`src/rtl/alarma_pkg.sv`:
```
// Shared definitions for the sequential vehicle alarm: state codes and Estado width.
package alarma_pkg;

  localparam int EST_W = 3;

  typedef enum logic [EST_W-1:0] {
    DESARMADA = 3'd0,
    SALIDA    = 3'd1,
    ARMADA    = 3'd2,
    ENTRADA   = 3'd3,
    DISPARO   = 3'd4,
    PANICO    = 3'd5
  } estado_e;

  function automatic logic is_armada(estado_e s);
    return (s == ARMADA) || (s == ENTRADA) || (s == DISPARO);
  endfunction

endpackage

```
`src/rtl/alarma_timer.sv`:
```
// Loadable down-counter that holds at zero; used as state timer and as beep counter.
module alarma_timer #(
  parameter int CNT_W = 8
) (
  input  logic             clk,
  input  logic             rst,
  input  logic             load_i,
  input  logic [CNT_W-1:0] load_val_i,
  output logic [CNT_W-1:0] value_o,
  output logic             zero_o
);

  logic [CNT_W-1:0] cnt_q;

  always_ff @(posedge clk) begin
    // NOTE: sequential state uses non-blocking assignments so every register samples pre-edge values.
    if (rst) begin
      cnt_q <= '0;
    end else if (load_i) begin
      cnt_q <= load_val_i;
    end else if (cnt_q != '0) begin
      cnt_q <= cnt_q - CNT_W'(1);
    end
  end

  assign value_o = cnt_q;
  assign zero_o  = (cnt_q == '0);

endmodule

```
`src/rtl/alarma_fsm.sv`:
```
// Vehicle alarm controller: exit/entry delays, timed bursts and pulsed horn, all outputs registered.
module alarma_fsm
  import alarma_pkg::*;
#(
  parameter int EXIT_CYC  = 16,
  parameter int ENTRY_CYC = 8,
  parameter int ALARM_CYC = 64,
  parameter int BEEP_HALF = 4,
  parameter int CNT_W     = 8
) (
  input  logic             clk,
  input  logic             rst,
  input  logic             A,
  input  logic             P,
  input  logic             Co,
  input  logic             Ca,
  input  logic             G,
  input  logic             V,
  input  logic             Pa,
  output logic             Bocina,
  output logic             Armada,
  output logic [EST_W-1:0] Estado
);

  localparam logic [CNT_W-1:0] EXIT_LD  = CNT_W'(EXIT_CYC - 1);
  localparam logic [CNT_W-1:0] ENTRY_LD = CNT_W'(ENTRY_CYC - 1);
  localparam logic [CNT_W-1:0] ALARM_LD = CNT_W'(ALARM_CYC - 1);
  localparam logic [CNT_W-1:0] BEEP_LD  = CNT_W'(BEEP_HALF - 1);

  estado_e          state_q, state_d;
  logic             bocina_q, bocina_d;
  logic             armada_q, armada_d;
  logic             instant;
  logic             tmr_load, tmr_zero;
  logic             beep_load, beep_zero;
  logic [CNT_W-1:0] tmr_ld_val, tmr_value, beep_value;

  assign instant = Co | Ca | G | V;

  always_comb begin
    // NOTE: every signal driven here gets a default first, so no path can infer a latch.
    state_d = state_q;
    if (Pa) begin
      state_d = PANICO;
    end else begin
      case (state_q)
        DESARMADA: if (A) state_d = SALIDA;
        SALIDA:    if (!A) state_d = DESARMADA;
                   else if (tmr_zero) state_d = ARMADA;
        ARMADA:    if (!A) state_d = DESARMADA;
                   else if (instant) state_d = DISPARO;
                   else if (P) state_d = ENTRADA;
        ENTRADA:   if (!A) state_d = DESARMADA;
                   else if (instant || tmr_zero) state_d = DISPARO;
        DISPARO:   if (!A) state_d = DESARMADA;
                   else if (tmr_zero) state_d = ARMADA;
        PANICO:    if (tmr_zero) state_d = A ? ARMADA : DESARMADA;
        default:   state_d = DESARMADA;
      endcase
    end
  end

  // A held panic button reloads the burst even though the state does not change.
  assign tmr_load = (state_d != state_q) || Pa;

  always_comb begin
    tmr_ld_val = '0;
    case (state_d)
      SALIDA:           tmr_ld_val = EXIT_LD;
      ENTRADA:          tmr_ld_val = ENTRY_LD;
      DISPARO, PANICO:  tmr_ld_val = ALARM_LD;
      default:          tmr_ld_val = '0;
    endcase
  end

  assign beep_load = (state_d == DISPARO) && ((state_q != DISPARO) || beep_zero);

  always_comb begin
    bocina_d = 1'b0;
    if (state_d == PANICO) begin
      bocina_d = 1'b1;
    end else if (state_d == DISPARO) begin
      if (state_q != DISPARO) bocina_d = 1'b1;
      else                    bocina_d = beep_zero ? ~bocina_q : bocina_q;
    end
    armada_d = is_armada(state_d);
  end

  always_ff @(posedge clk) begin
    if (rst) begin
      state_q  <= DESARMADA;
      bocina_q <= 1'b0;
      armada_q <= 1'b0;
    end else begin
      state_q  <= state_d;
      bocina_q <= bocina_d;
      armada_q <= armada_d;
    end
  end

  alarma_timer #(.CNT_W(CNT_W)) u_state_tmr (
    .clk       (clk),
    .rst       (rst),
    .load_i    (tmr_load),
    .load_val_i(tmr_ld_val),
    .value_o   (tmr_value),
    .zero_o    (tmr_zero)
  );

  alarma_timer #(.CNT_W(CNT_W)) u_beep_tmr (
    .clk       (clk),
    .rst       (rst),
    .load_i    (beep_load),
    .load_val_i(BEEP_LD),
    .value_o   (beep_value),
    .zero_o    (beep_zero)
  );

  // Raw counter values are not needed by the control logic; fold them into a sink.
  logic unused_value;
  assign unused_value = ^{tmr_value, beep_value};

  assign Estado = state_q;
  assign Bocina = bocina_q;
  assign Armada = armada_q;

endmodule

```
`config.mk`:
```
export PLATFORM = sky130hd
export DESIGN_NAME = alarma_fsm
export DESIGN_NICKNAME = d
export VERILOG_FILES = /design/src/rtl/alarma_pkg.sv /design/src/rtl/alarma_timer.sv /design/src/rtl/alarma_fsm.sv
export SDC_FILE = /design/constraint.sdc
export NUM_CORES = 1
export LEC_CHECK = 0
export CORE_ASPECT_RATIO = 0.6
export CORE_MARGIN = 3
export CORE_UTILIZATION = 35
export CTS_BUF_LIST = sky130_fd_sc_hd__clkbuf_4
export DETAILED_ROUTE_END_ITERATION = 8
export PLACE_DENSITY_LB_ADDON = 0.08
export SLEW_MARGIN = 10
export SYNTH_ARGS = -nofsm -noshare
export SYNTH_HDL_FRONTEND = slang
export SYNTH_SLANG_ARGS = --single-unit
```
`constraint.sdc`:
```
create_clock -name clk -period 3 [get_ports clk]
set_input_delay 0.75 -clock clk [delete_from_list [all_inputs] [get_ports clk]]
set_output_delay 0.75 -clock clk [all_outputs]
set_load 0.02 [all_outputs]
```
## Yosys cells after proc, flatten, opt, wreduce, memory -nomap -nowiden

Index checks and enable logic that the tools add are counted.

- Register bits: 21
- Input bits: 9
- Output and inout bits: 5
- Logic and storage cells: 62

- Add/subtract/negate cells: 2
- Equality and inequality tests: 13
- Muxes and demuxes: 21
- Bitwise operators: 4
- Reductions and logical operators: 16

Operators by type and width:

| operator | number |
|---|---|
| 3-bit two-way mux | 10 |
| 6-bit one-hot mux with 3 select lines | 1 |
| 8-bit logical NOT | 2 |
| 8-bit two-way mux | 2 |
| 8-bit nonzero test | 2 |
| 8-bit by 1-bit subtractor with 8-bit output, second input constant | 2 |
| 3-bit one-hot mux with 5 select lines | 1 |
| 3-bit by 2-bit == test with 1-bit output, second input constant | 4 |
| 3-bit == test, second input constant | 4 |
| 3-bit by 1-bit == test with 1-bit output, second input constant | 2 |
| 2-bit two-way mux | 3 |
| 2-bit OR reduction | 3 |
| 1-bit logical OR | 5 |
| 1-bit two-way mux | 4 |
| 4-bit by 2-bit != test with 1-bit output, second input constant | 1 |
| 2-bit nonzero test | 2 |
| 3-bit logical NOT | 1 |
| 3-bit != test | 1 |
| 3-bit != test, second input constant | 1 |
| 1-bit bitwise OR | 3 |
| 1-bit logical AND | 1 |
| 1-bit inverter | 1 |

## Depth between registers and ports, before layout

Gate-level depths: netlist (run 1).

- Depth after elaboration: 12
- Mapped depth: 9
- Mapped depth without buffers: 8

## By module

From an unflattened synthesis (run 1), not the netlist that was laid out.

- Cell total of the unflattened synthesis: 152
- Area total of the unflattened synthesis: 1341.3 um2

Modules (own cells, without submodules):

| module | times used | cells each | area each (um2) | seq. area each (um2) |
|---|---|---|---|---|
| alarma_timer | 2 | 53 | 475.5 | 160.2 |
| alarma_fsm | 1 | 46 | 390.4 | 100.1 |

## Worst setup path after synthesis (run 1)

Ideal clock, no wire load.

- Path kind: input to register
- Start: in Ca
- End: reg u_state_tmr.cnt_q[2], in the netlist u_state_tmr.value_o[2]
- Library setup time: 0.067 ns
- Arrival: 2.282 ns
- Data required time: 2.933 ns
- Setup slack: 0.650 ns
- Stages: 6
- Buffers on the path: 0
- Cell sequence: nor4_4 > o2bb2ai_2 > o31ai_2 > a211o_4 > or4_4 > a21oi_2

- Longest elaborated chain between the ends: 12
- Elaborated cells on any way between the ends: 20
- Those cells by class: eq/ne (5); mux (8); bitwise (3); reduce/logical (4)

RTL lines:

| item | line | RTL |
|---|---|---|
| start, declared | alarma_fsm.sv:16 | `input logic Ca,` |
| 1-bit bitwise OR (*) (3 in series) | alarma_fsm.sv:38 | `assign instant = Co \| Ca \| G \| V;` |
| 1-bit logical OR | alarma_fsm.sv:54 | `else if (instant \|\| tmr_zero) state_d = DISPARO;` |
| 3-bit two-way mux | alarma_fsm.sv:54 |  |
| 3-bit two-way mux | alarma_fsm.sv:53 | `ENTRADA: if (!A) state_d = DESARMADA;` |
| 3-bit one-hot mux with 5 select lines (*) | alarma_fsm.sv:46 | `case (state_q)` |
| 3-bit two-way mux (*) | alarma_fsm.sv:43 | `if (Pa) begin` |
| 3-bit == test | alarma_fsm.sv:68 | `case (state_d)` |
| 2-bit OR reduction | alarma_fsm.sv:68 |  |
| 6-bit one-hot mux with 3 select lines | alarma_fsm.sv:68 |  |
| 8-bit two-way mux | alarma_timer.sv:19 | `end else if (load_i) begin` |
| end signal, assigned | alarma_timer.sv:20 | `cnt_q <= load_val_i;` |
| end signal, assigned | alarma_timer.sv:22 | `cnt_q <= cnt_q - CNT_W'(1);` |
| end, declared | alarma_timer.sv:13 | `logic [CNT_W-1:0] cnt_q;` |

Every way passes the cells marked *; elsewhere a longest branch is shown, timed or not.
A chain may end at the register's enable or synchronous reset.

## Final worst setup path (run 1)

Same ends and word-level chain as after synthesis.

==> key figures, run 1 <==
STA
  • Setup_tns: 0 ns
  • Hold Slack: 0.491 ns
  • Final hold viol count: 0
  • Slew Viols, Final: 0
  • Clock Skews: 0.00205 ns
  • Tcrit/Tclk final: 0.886
  • Endpoints failing setup: 0
  • Final worst slack: 0.342 ns
  • Worst Tran Pin Value: 0.710 ns
  • Min cycle time layout: 2.66 ns
  • RSZ-0062 raised after global routing: no
  • Fmax: 0.376 GHz
  • Rel. slew slack: 0.520

Clocking
  • Clock Path Buffers: 2
  • Clock Pin Slew Worst Setup and Hold Paths: 0.11 ns
  • CTS tree: yes
  • Hold Buf Count CTS: 0
  • Root buffer cell: clkbuf_4
  • CTS buffer count: 3
  • Htree depth: 1
  • Clock sink total: 21
  • Skew-Pair Late Insertion Delay: 0.29 ns
  • Post-CTS setup buffers: 0
  • Post-cts sizing count: 0

Power and ir drop
  • Maximum vdd drop: 0.000299 V
  • PnR Total Power: 0.854 mW
  • P_leak: 0.523 nW
  • PD cells: 602 mW/mm2

Detailed routing
  • DRT Pass-1 Iters: 4
  • Routed len/inst: 13.5 um
  • DR vias/cell: 5.38
  • DRT iter0 DRCs: 93
  • DRC: 0
  • Detail Route Antenna Nets: 0
  • Total Wirelength: 2600 um
  • Via count: 1039

Global route
  • Total grt overflow: 0
  • Largest net degree at the start of global routing: 13
  • Antenna violations before repair: 0
  • Vias in the first global route: 952
  • First-pass GRT wire length: 4620 um
  • Total GRT Usage: 0.146

Yosys
  • Number of synthesized register bits: 21
  • Syn Std Cell Area: 0.00121 mm2
  • Fraction of registers with async set/reset: 0
  • Ys flop type: dfxtp_1
  • Post-synth EDFFs: 0
  • Syn_nets: 148
  • Synth Warn #: 0
  • Synth Area per Inst: 8.81 um2
  • Yosys cell types: 48
  • Mapped Cells: 137
  • Sequential share of the synthesized area: 0.348

Cells and area
  • Final Net Count: 163
  • Layout area overhead: 17.4%
  • Layout cells sized above 1: 0.113
  • Area of the multi-input gates: 732 um2
  • Post-Layout Cell Count: 193
  • Register area: 420 um2
  • Fill cell count: 310
  • Antenna cells: 0

Critical path
  • Worst Path Buf+Inv: 1
  • Nature of the critical path startpoint: input port
  • CP Class: input port to flip-flop
  • CP max stage delay: 0.50 ns
  • Req. time, crit path: 3.24 ns
  • WP depth: 6
  • Reg2reg path depth: 8
  • Crit-path cells: clkdlybuf4s50_1 > nor4_4 > nand4b_1 > a211o_4 > or4_4 > a21oi_2
  • Delay-heaviest family, CP: simple AND/OR/NAND/NOR gates
  • Slowest cell on crit path: or4_4
  • Crit path max fanout: 10
  • CP Data Arrival Time: 2.90 ns
  • Worst Setup End Kind: flip-flop

Die
  • CORE AREA: 0.00308 mm2
  • Die ar.: 0.00421 mm2
  • Starting Density: 0.392
  • I/O pin count: 14
  • Row cnt: 15
  • Die Width: 81.8 um
  • Die height: 51.5 um

Worst hold path
  • Type of the tightest min-delay check: flip-flop to flip-flop
  • Min-Delay Path Depth: 2

Place
  • Detailed Place HPWL: 2060 um
  • Placed Instances: 189
  • I/O Buffers: 13
  • Worst slack, placed: 0.0201 ns
  • GP Congestion: 0.886

Status
  • Status: finished, final reports clean

Run
  • Max-cap viol count: 0
-- layout make-up --
class                   count  share of cell area
multi-input cells         102               0.516
repair buffers             16               0.108
clock buffers               4              0.0212
inverters                   8              0.0212
well taps                  42              0.0371
flip-flops and latches     21               0.297
-- worst register-to-register path: cells and delay by family, from the launching register on --
family                     cells  cell delay [ns]
DFF                            1             0.33
AOI/OAI and AO/OA              2             0.56
buffers and inverters          1             0.07
and+or+nand+nor                4             1.06
adders and majority gates      1             0.27
-- placed cells by master, fill, tap and decap left out, types with 2 or more instances in the layout --
cell type and instances:
a21o_1 2, nor3_1 3, or3_1 7, and2_1 2, nand3_1 2, nand2b_1 3, clkdlybuf4s50_1 13, nand3b_1 2
xnor2_1 8, nor4_1 3, o211ai_1 2, inv_1 8, xor2_1 3, clkbuf_4 4, nor2_1 17, a311oi_1 3
buf_4 3, nand2_1 5, mux2i_1 2, ha_1 2, a21oi_1 7, nand4b_1 2, nor4b_1 2, dfxtp_1 21
-- state kept, by name, summed over array words and instances (netlist names) --
register             count
Estado                   3
Bocina                   1
Armada                   1
u_state_tmr.value_o      8
u_beep_tmr.value_o       8
-- cells by family (layout without fill, tap and decap cells) --
family / count (synthesis) / count (layout) / synth area share
xor gates and xnor gates: 11 / 11 / 0.0798
buffers and inverters: 14 / 28 / 0.0456
adders and majority gates: 2 / 2 / 0.0207
and+or+nand+nor: 59 / 59 / 0.301
muxes: 2 / 2 / 0.0166
AOI/OAI and AO/OA: 28 / 28 / 0.189
DFF: 21 / 21 / 0.348
-- power by group --
| part | switching, mW | total, mW | leakage (nW) | internal, mW |
|---|---|---|---|---|
| Combinational | 0.179 | 0.339 | 0.331 | 0.161 |
| Sequential | 0.0456 | 0.376 | 0.174 | 0.330 |
| Clock | 0.0782 | 0.139 | 0.0184 | 0.0608 |
| Total | 0.302 | 0.854 | 0.523 | 0.552 |
-- stage by stage --
stage / cell area, um2 / utilization
5_1_grt: 1420 / 0.461
6_report: 1420 / 0.461
4_1_cts: 1420 / 0.461
3_3_place_gp: 1390 / 0.451
2_1_floorplan: 1210 / -
3_5_place_dp: 1390 / 0.451
-- layer usage --
metal / wire length, um / part of all wire / global-route usage
met1: 1420 / 0.55 / 0.229
met5: 0 / 0 / 0
met2: 1010 / 0.39 / 0.194
met3: 162 / 0.062 / 0.0415
met4: 10 / 0.0038 / 0.0249
-- synth_stat cells (2+ instances only) --
library cell / instances / area [um2]
dfxtp_1: 21 / 420
nor2_1: 17 / 63.8
inv_1: 8 / 30.0
xnor2_1: 8 / 70.1
a21oi_1: 7 / 35.0
or3_1: 7 / 43.8
nand2_1: 5 / 18.8
clkbuf_1: 4 / 15.0
a311oi_1: 3 / 26.3
nand2b_1: 3 / 18.8
nor3_1: 3 / 15.0
nor4_1: 3 / 18.8
xor2_1: 3 / 26.3
a21o_1: 2 / 15.0
and2_1: 2 / 12.5
buf_2: 2 / 10.0
ha_1: 2 / 25.0
mux2i_1: 2 / 20.0
nand3_1: 2 / 10.0
nand3b_1: 2 / 15.0
nand4b_1: 2 / 17.5
nor4b_1: 2 / 17.5
o211ai_1: 2 / 15.0
-- final timing paths --
path / slack [ns] / endpoint / from
setup / recovery: 0.34 / u_state_tmr.value_o[2] / Ca
hold / removal: 0.49 / u_beep_tmr.value_o[3] / u_beep_tmr.value_o[3]
hold reg to reg: 0.49 / u_beep_tmr.value_o[3] / u_beep_tmr.value_o[3]
setup reg to reg: 0.67 / u_state_tmr.value_o[2] / u_state_tmr.value_o[0]
(Power assumes the default switching activity.)
==> run 2, diff against run 1 <==
PLACE_DENSITY_LB_ADDON = 0.1   (was 0.08)
RECOVER_POWER = 50   (was not set)
==> run 2 against run 1 <==
Sequential power barely moved. Maximum frequency fell by 3.5%. Utilization fell by 0.33 points. Combinational power barely moved. Cell count fell by 0.52%. Largest cell class unchanged.
==> key figures, run 2 (synthesis results as in run 1) <==
Global route
  • Met1 GRT Util: 0.229 (unchanged)
  • Total grt overflow: 0 (unchanged)
  • GRT met2 Usage: 0.198 (+0.00402)
  • Largest net degree at the start of global routing: 13 (unchanged)
  • Antenna violations before repair: 0 (unchanged)
  • Met3 usage: 0.0415 (unchanged)
  • Total GRT Usage: 0.148 (+0.00185)
  • Top Usage Layer GRT: met1
  • First-pass GRT wire length: 4710 um (+2.1%)
  • Vias in the first global route: 939 (-1.4%)

Run
  • Max-cap viol count: 0 (unchanged)

Cells and area
  • Final Net Count: 162 (-0.61%)
  • Register area: 420 um2 (unchanged)
  • Layout area overhead: 16.6%
  • Most frequent cells in the layout: dfxtp_1 (21), nor2_1 (17), inv_1 (8), xnor2_1 (8)
  • Antenna cells: 0 (unchanged)
  • Commonest non-fill, non-tap cell in the layout: dfxtp_1
  • Layout cells sized above 1: 0.107 (-0.00592)
  • Area of the multi-input gates: 732 um2 (unchanged)
  • Fill cell count: 308 (-0.65%)

Clocking
  • Clock Pin Slew Worst Setup and Hold Paths: 0.12 ns (about the same)
  • Root buffer cell: clkbuf_4
  • CTS buffer count: 3 (unchanged)
  • Skew-Pair Late Insertion Delay: 0.31 ns (+0.02 ns)
  • Clock sink total: 21 (unchanged)
  • Htree depth: 1 (unchanged)
  • Hold Buf Count CTS: 0 (unchanged)
  • Clock Path Buffers: 2 (unchanged)
  • CTS tree: yes
  • Post-CTS setup buffers: 0 (unchanged)
  • Post-cts sizing count: 0 (unchanged)

Detailed routing
  • Routed len/inst: 14.2 um (+5.4%)
  • DRT iter0 DRCs: 102 (+9.7%)
  • Via count: 1040 (+0.096%)
  • DR vias/cell: 5.42 (+0.62%)
  • DRC: 0 (unchanged)
  • DRT Pass-1 Iters: 4 (unchanged)
  • Total Wirelength: 2730 um (+4.9%)
  • Detail Route Antenna Nets: 0 (unchanged)

Critical path
  • Worst Path Buf+Inv: 1 (unchanged)
  • Req. time, crit path: 3.24 ns (about the same)
  • Worst Setup End Kind: flip-flop
  • Delay-heaviest family, CP: simple AND/OR/NAND/NOR gates
  • Crit-path cells: dlygate4sd3_1 > nor4_4 > o2bb2ai_2 > o31ai_2 > a211o_4 > or4_4 > a21oi_2
  • Crit. Startpoint: Ca
  • CP Class: input port to flip-flop
  • CP Data Arrival Time: 3.00 ns (+0.10 ns)
  • Crit path max fanout: 10 (unchanged)
  • Worst reg2reg path startpoint: u_state_tmr.value_o[0]
  • Slowest cell on crit path: dlygate4sd3_1
  • CP max stage delay: 0.57 ns (+0.07 ns)
  • FF-to-FF setup slack: 0.61 ns (-0.06 ns)
  • Nature of the critical path startpoint: input port

STA
  • Final worst slack: 0.245 ns (-0.0965 ns)
  • Slew Viols, Final: 0 (unchanged)
  • Min cycle time layout: 2.75 ns (+0.0965 ns)
  • Tcrit/Tclk final: 0.918 (+0.0322)
  • Fmax: 0.363 GHz (-3.5%)
  • Worst Tran Pin Value: 0.747 ns (+0.0374 ns)
  • Clock Skews: 0.0112 ns (+0.00912 ns)
  • Endpoints failing setup: 0 (unchanged)
  • Setup_tns: 0 ns (unchanged)
  • RSZ-0062 raised after global routing: no
  • Final hold viol count: 0 (unchanged)
  • Rel. slew slack: 0.495 (-0.0253)

Die
  • Row cnt: 15 (unchanged)
  • CORE AREA: 0.00308 mm2 (unchanged)
  • Die ar.: 0.00421 mm2 (unchanged)
  • Die height: 51.5 um (unchanged)
  • Die Width: 81.8 um (unchanged)
  • Starting Density: 0.392 (unchanged)
  • I/O pin count: 14 (unchanged)

Worst hold path
  • Type of the tightest min-delay check: flip-flop to flip-flop
  • Critical hold path startpoint: u_beep_tmr.value_o[3]

Place
  • GP Congestion: 0.851 (-4.0%)
  • Worst slack, placed: 0.0556 ns (+0.0355 ns)
  • Detailed Place HPWL: 2110 um (+2.7%)
  • I/O Buffers: 13 (unchanged)

Power and ir drop
  • PD cells: 606 mW/mm2 (+0.63%)
  • Maximum vdd drop: 0.000218 V (-27%)
  • P_leak: 0.529 nW (+1.1%)

Status
  • Status: finished, final reports clean
-- run 2: changes by cell type in the layout (fill, tap and decap cells not counted) --
cell | previous run | this run
clkdlybuf4s50_1 | 13 | 6
dlygate4sd3_1 | 0 | 7
buf_4 | 3 | 2
clkbuf_4 | 4 | 3
clkinv_2 | 0 | 1
-- run 2: path summary, 6_finish.rpt --
check             depth (start not counted)                      to
hold reg to reg                           2   u_beep_tmr.value_o[3]
hold / removal                            2   u_beep_tmr.value_o[3]
setup / recovery                          7  u_state_tmr.value_o[2]
setup reg to reg                          8   u_beep_tmr.value_o[4]
-- run 2: area by class of cell --
cell class              instances  area share
well taps                      42      0.0373
inverters                       8      0.0213
clock inverters                 1     0.00356
multi-input cells             102       0.520
clock buffers                   3      0.0160
flip-flops and latches         21       0.299
repair buffers                 15       0.103
-- run 2: metrics by stage --
step           total power, mW  area [um2]  utilization  hold slack, ns  instances
5_1_grt                  0.937        1410        0.457           0.509        192
2_1_floorplan            0.645        1210            -           0.448        137
3_5_place_dp             0.723        1380        0.448           0.463        188
6_report                 0.853        1410        0.457           0.485        192
4_1_cts                  0.866        1410        0.457           0.482        192
3_3_place_gp             0.720        1380        0.448           0.464        188
-- run 2: tightest hold or removal path, stage by stage (launching register included) --
cell	delay, ns
dfxtp_1	0.33
o31ai_1	0.06
a21oi_1	0.06
-- run 2: layer usage --
metal / wire [um] / vias to the layer above
met4: 10 / 0
li1: - / 531
met5: 0 / -
met1: 1430 / 482
met3: 157 / 2
met2: 1120 / 25
-- run 2: power by group --
part           switching (mW)  total (mW)  internal [mW]
registers              0.0468       0.377          0.330
clock network          0.0861       0.136         0.0497
logic                   0.183       0.341          0.158
